--- src/rtl/rv32i_mem_top.sv ---
// RV32I memory stage: drives the data-RAM request, registers the payload for writeback, formats load data.
// Optional feature MISALIGN_TRAP_EN: misaligned accesses are suppressed and flagged on misalign_out.
module rv32i_mem_top #(
  parameter int XLEN = 32
) (
  input  logic            clk,
  input  logic            reset,
  input  logic [XLEN-1:0] pc_in,
  input  logic [XLEN-1:0] iw_in,
  input  logic [XLEN-1:0] alu_in,
  input  logic [XLEN-1:0] rs2_in,
  input  logic [4:0]      wb_reg_in,
  input  logic            wb_en_in,
  input  logic [1:0]      src_sel_in,
  output logic [XLEN-1:0] memif_addr,
  output logic            memif_we,
  output logic [3:0]      memif_be,
  output logic [XLEN-1:0] memif_wdata,
  input  logic [XLEN-1:0] memif_rdata_raw,
  output logic [XLEN-1:0] memif_rdata,
  output logic [XLEN-1:0] pc_out,
  output logic [XLEN-1:0] iw_out,
  output logic [XLEN-1:0] alu_out,
  output logic [4:0]      wb_reg_out,
  output logic            wb_en_out,
  output logic [1:0]      src_sel_out,
  output logic            misalign_out,
  output logic            df_mem_enable,
  output logic [4:0]      df_mem_reg,
  output logic [XLEN-1:0] df_mem_data
);

  localparam logic [6:0] OP_LOAD  = 7'b0000011;
  localparam logic [6:0] OP_STORE = 7'b0100011;

  logic       is_load;
  logic       is_store;
  logic [2:0] f3;
  logic [1:0] a;
  logic       misaligned;

  logic [XLEN-1:0] pc_d, pc_q, iw_d, iw_q, alu_d, alu_q;
  logic [4:0]      wb_reg_d, wb_reg_q;
  logic            wb_en_d, wb_en_q;
  logic [1:0]      src_sel_d, src_sel_q;
  logic            misalign_d, misalign_q;
  logic [2:0]      ld_f3_d, ld_f3_q;
  logic [1:0]      ld_a_d, ld_a_q;
  logic            ld_v_d, ld_v_q;

  assign f3       = iw_in[14:12];
  assign a        = alu_in[1:0];
  assign is_load  = (iw_in[6:0] == OP_LOAD);
  assign is_store = (iw_in[6:0] == OP_STORE);

`ifdef MISALIGN_TRAP_EN
  assign misaligned = (is_load | is_store) &
                      (((f3[1:0] == 2'b01) & a[0]) | ((f3[1:0] == 2'b10) & (a != 2'b00)));
`else
  // Without the trap, halves and words simply ignore the low address bits.
  assign misaligned = 1'b0;
`endif

  always_comb begin
    memif_addr  = {alu_in[XLEN-1:2], 2'b00};
    memif_be    = 4'b0000;
    memif_wdata = rs2_in;
    memif_we    = 1'b0;
    if (is_store) begin
      case (f3[1:0])
        2'b00: begin
          memif_be    = 4'b0001 << a;
          memif_wdata = {4{rs2_in[7:0]}};
        end
        2'b01: begin
          memif_be    = a[1] ? 4'b1100 : 4'b0011;
          memif_wdata = {2{rs2_in[15:0]}};
        end
        2'b10: begin
          memif_be    = 4'b1111;
          memif_wdata = rs2_in;
        end
        default: memif_be = 4'b0000;
      endcase
      memif_we = (f3[1:0] != 2'b11) & ~reset & ~misaligned;
    end
  end

  always_comb begin
    pc_d       = pc_in;
    iw_d       = iw_in;
    alu_d      = alu_in;
    wb_reg_d   = wb_reg_in;
    src_sel_d  = src_sel_in;
    wb_en_d    = wb_en_in & ~(is_load & misaligned);
    misalign_d = misaligned;
    ld_f3_d    = f3;
    ld_a_d     = a;
    ld_v_d     = is_load;
  end

  always_ff @(posedge clk) begin
    if (reset) begin
      pc_q       <= '0;
      iw_q       <= '0;
      alu_q      <= '0;
      wb_reg_q   <= '0;
      wb_en_q    <= 1'b0;
      src_sel_q  <= '0;
      misalign_q <= 1'b0;
      ld_f3_q    <= '0;
      ld_a_q     <= '0;
      ld_v_q     <= 1'b0;
    end else begin
      pc_q       <= pc_d;
      iw_q       <= iw_d;
      alu_q      <= alu_d;
      wb_reg_q   <= wb_reg_d;
      wb_en_q    <= wb_en_d;
      src_sel_q  <= src_sel_d;
      misalign_q <= misalign_d;
      ld_f3_q    <= ld_f3_d;
      ld_a_q     <= ld_a_d;
      ld_v_q     <= ld_v_d;
    end
  end

  // Load formatting runs on the registered request and the RAM word returned this cycle.
  logic [7:0]  byte_val;
  logic [15:0] half_val;

  always_comb begin
    case (ld_a_q)
      2'd0:    byte_val = memif_rdata_raw[7:0];
      2'd1:    byte_val = memif_rdata_raw[15:8];
      2'd2:    byte_val = memif_rdata_raw[23:16];
      default: byte_val = memif_rdata_raw[31:24];
    endcase
    half_val    = ld_a_q[1] ? memif_rdata_raw[31:16] : memif_rdata_raw[15:0];
    memif_rdata = '0;
    if (ld_v_q) begin
      case (ld_f3_q)
        3'b000:  memif_rdata = {{(XLEN-8){byte_val[7]}}, byte_val};
        3'b100:  memif_rdata = {{(XLEN-8){1'b0}}, byte_val};
        3'b001:  memif_rdata = {{(XLEN-16){half_val[15]}}, half_val};
        3'b101:  memif_rdata = {{(XLEN-16){1'b0}}, half_val};
        3'b010:  memif_rdata = memif_rdata_raw;
        default: memif_rdata = '0;
      endcase
    end
  end

  assign pc_out        = pc_q;
  assign iw_out        = iw_q;
  assign alu_out       = alu_q;
  assign wb_reg_out    = wb_reg_q;
  assign wb_en_out     = wb_en_q;
  assign src_sel_out   = src_sel_q;
  assign misalign_out  = misalign_q;
  assign df_mem_enable = wb_en_q;
  assign df_mem_reg    = wb_reg_q;
  assign df_mem_data   = alu_q;

endmodule

--- config.mk ---
export PLATFORM = sky130hd
export DESIGN_NAME = rv32i_mem_top
export DESIGN_NICKNAME = d
export VERILOG_FILES = /design/src/rtl/rv32i_mem_top.sv
export SDC_FILE = /design/constraint.sdc
export NUM_CORES = 1
export LEC_CHECK = 0
export ABC_AREA = 1
export CORE_AREA = 2 2 161 163
export CTS_BUF_LIST = sky130_fd_sc_hd__clkbuf_16
export CTS_CLUSTER_SIZE = 40
export DETAILED_ROUTE_END_ITERATION = 8
export DIE_AREA = 0 0 163 165
export GPL_ROUTABILITY_DRIVEN = 0
export SYNTH_ARGS = -nofsm -noshare
export SYNTH_HDL_FRONTEND = slang
export SYNTH_SLANG_ARGS = --single-unit
--- constraint.sdc ---
create_clock -name clk -period 5.1 [get_ports clk]
set_clock_uncertainty 0.2 [all_clocks]
set_input_delay 1.02 -clock clk [delete_from_list [all_inputs] [get_ports clk]]
set_output_delay 1.02 -clock clk [all_outputs]
set_load 0.005 [all_outputs]
==> metrics.yaml <==
run_status:
  outcome: "complete, no violations"
drt:
  num_vias: 5805
  drt-total-wl_um: 21700
  wl_per_cell_um: 14.9
  drcViolationCount: 0
  ant_nets: 0
  dr.pass1.iters: 4
  drt_iter0_markers: 464
  via_per_inst: 3.99
placed_design:
  dpl.cell_count: 1438
  portBuffers: 410
  dpl_cell_area_mm2: 0.00916
  dp_hpwl_um: 17200
finish:
  area_delta_synth_final_pct: 76.7
  fin_nets: 1289
  post-route-cell-area_mm2: 0.00949
  fin_cells: 1454
  n_antenna_cell: 0
  drive_gt1_frac: 0.0516
timing:
  whs_ns: 0.902
  hold_violations: 0
  worstMarginPinSlew_ns: 1.09
  clock.fmax_mhz: 221
  setup-tns-final_ns: 0
  slew_viol_final: 0
  post-route-period-util: 0.887
  rsz0062_at_grt: "false"
  min_period_ns: 4.52
  slew_headroom: 0.275
  setup_viol: 0
floorplan:
  die_h_um: 165
  fp.dieArea_mm2: 0.0269
  start_util: 0.214
  die_x_um: 163
  rows: 58
  design.portCount: 414
  coreArea_mm2: 0.0250
setup_path:
  arrival_ns: 3.30
  path_class: "in2out"
  crit_path_start_kind: "input pin"
  max_stage_delay_ns: 0.52
  startpoint: "iw_in[1]"
  worst_setup_path_end_kind: "primary output"
  cp_max_fo: 17
  critical_path.most_common_cell: "nand2_1"
  cpMaxStageDelayCell: "clkdlybuf4s50_1"
  required_ns: 3.88
  critical_path.cell_chain: "clkdlybuf4s50_1, nand2_1, nor3_1, nand2_1, clkinv_1, nand2_1, nor2_1, clkdlybuf4s50_1"
clocking:
  clkSinkCount: 105
  cts_resized: 0
  clock-root-buffer: "clkbuf_16"
  clk_path_buf_depth: 2
  postCtsHoldBufs: 0
  htree_levels: 3
  cts_setup_buffers: 0
  cts_made_buffers: 9
  clk_pin_slew_ns: 0.09
  cts_tree: "built"
synth:
  synth_area_leaders: "dfxtp_1 (39%), nor2_1 (12%), buf_4 (12%)"
  yosys.area.top_type: "dfxtp_1"
  synthDistinctLibCells: 26
  synth_cells: 803
  ys_seq_area_frac: 0.391
  async_flop_share: 0
  ys_seq_elements: 105
  ys_warn_count: 0
  synth_top_flop_cell: "dfxtp_1"
  syn_avg_cell_area_um2: 6.69
  ys_top_cells_by_count: "nor2_1 (167), inv_1 (143), nand2_1 (141), dfxtp_1 (105), buf_4 (83)"
  syn_area_mm2: 0.00537
  synth_top_area_share: 0.391
  yosysMostFrequentCell: "nor2_1"
  synth_edf_count: 0
global_routing:
  grt_use_total: 0.156
  grt_max_degree: 64
  gr-total-overflow: 0
  antenna_found_initial: 0
  grt_pass1_vias: 5675
  grt_pass1_wl_um: 32200
worst_hold_path:
  hp-start: "reset"
  hold_class: "in2reg"
pwr:
  power.leakage_nw: 4.27
  total_power_mw: 2.16
  power.density_mw_per_mm2: 228
  vdd_drop_max_mv: 0.199
job:
  drv_cap: 0
## cell families (layout without fill, tap and decap cells)
family                 count (synthesis)  in the layout  synth area share
AND/OR/NAND/NOR                      368            368             0.282
other                                  1              3          0.000698
flip-flops                           105            105             0.391
buffers and inverters                263            582             0.250
AO/OA/AOI/OAI                         66             66            0.0755
## path summary, 6_finish.rpt
path	end	slack [ns]	cells past startpoint
max	memif_be[1]	0.58	8
min	alu_out[11]	0.90	2
## worst max-delay path, delay by kind of cell
family | cells | cell delay [ns]
and+or+nand+nor | 5 | 0.89
buffers and inverters | 3 | 1.37
## layer usage
metal  track usage  up-vias  share of wire
met1         0.188     2600           0.41
li1              -     2917              -
met4        0.0507        0          0.022
met5             0        -              0
met2         0.261      263           0.48
met3        0.0552       25          0.093
## cell usage in the layout, fill, tap and decap left out, types with 2 or more instances in the layout
| cell | n |
|---|---|
| a21oi_1 | 15 |
| a21oi_2 | 20 |
| buf_4 | 9 |
| clkbuf_16 | 9 |
| clkdlybuf4s50_1 | 409 |
| clkinv_1 | 2 |
| conb_1 | 3 |
| dfxtp_1 | 105 |
| inv_1 | 143 |
| inv_2 | 3 |
| inv_6 | 2 |
| inv_8 | 2 |
| nand2_1 | 141 |
| nand3_1 | 47 |
| nor2_1 | 167 |
| nor2_2 | 3 |
| nor2_4 | 2 |
| o21ai_0 | 31 |
## report_power, final
part | internal, mW | switching, mW | leakage [nW]
Clock | 0.403 | 0.372 | 0.160
Sequential | 0.863 | 0.0228 | 0.875
Combinational | 0.299 | 0.203 | 3.23
## cell type report
class	count	area (um^2)
fill	2631	15500
inverter	148	556
clock inverter	7	103
multi-input combinational	437	1930
clock buffer	9	225
tap	330	413
timing repair buffer	418	4160
sequential	105	2100
## per-stage QoR
stage / worst slack (ns) / util
floorplan: 2.08 / -
global placement: 0.496 / 0.366
detailed placement: 0.481 / 0.366
CTS: 0.475 / 0.379
global route: 0.373 / 0.379
finish: 0.576 / 0.379
No activity file was read; power rests on OpenSTA's default activity.
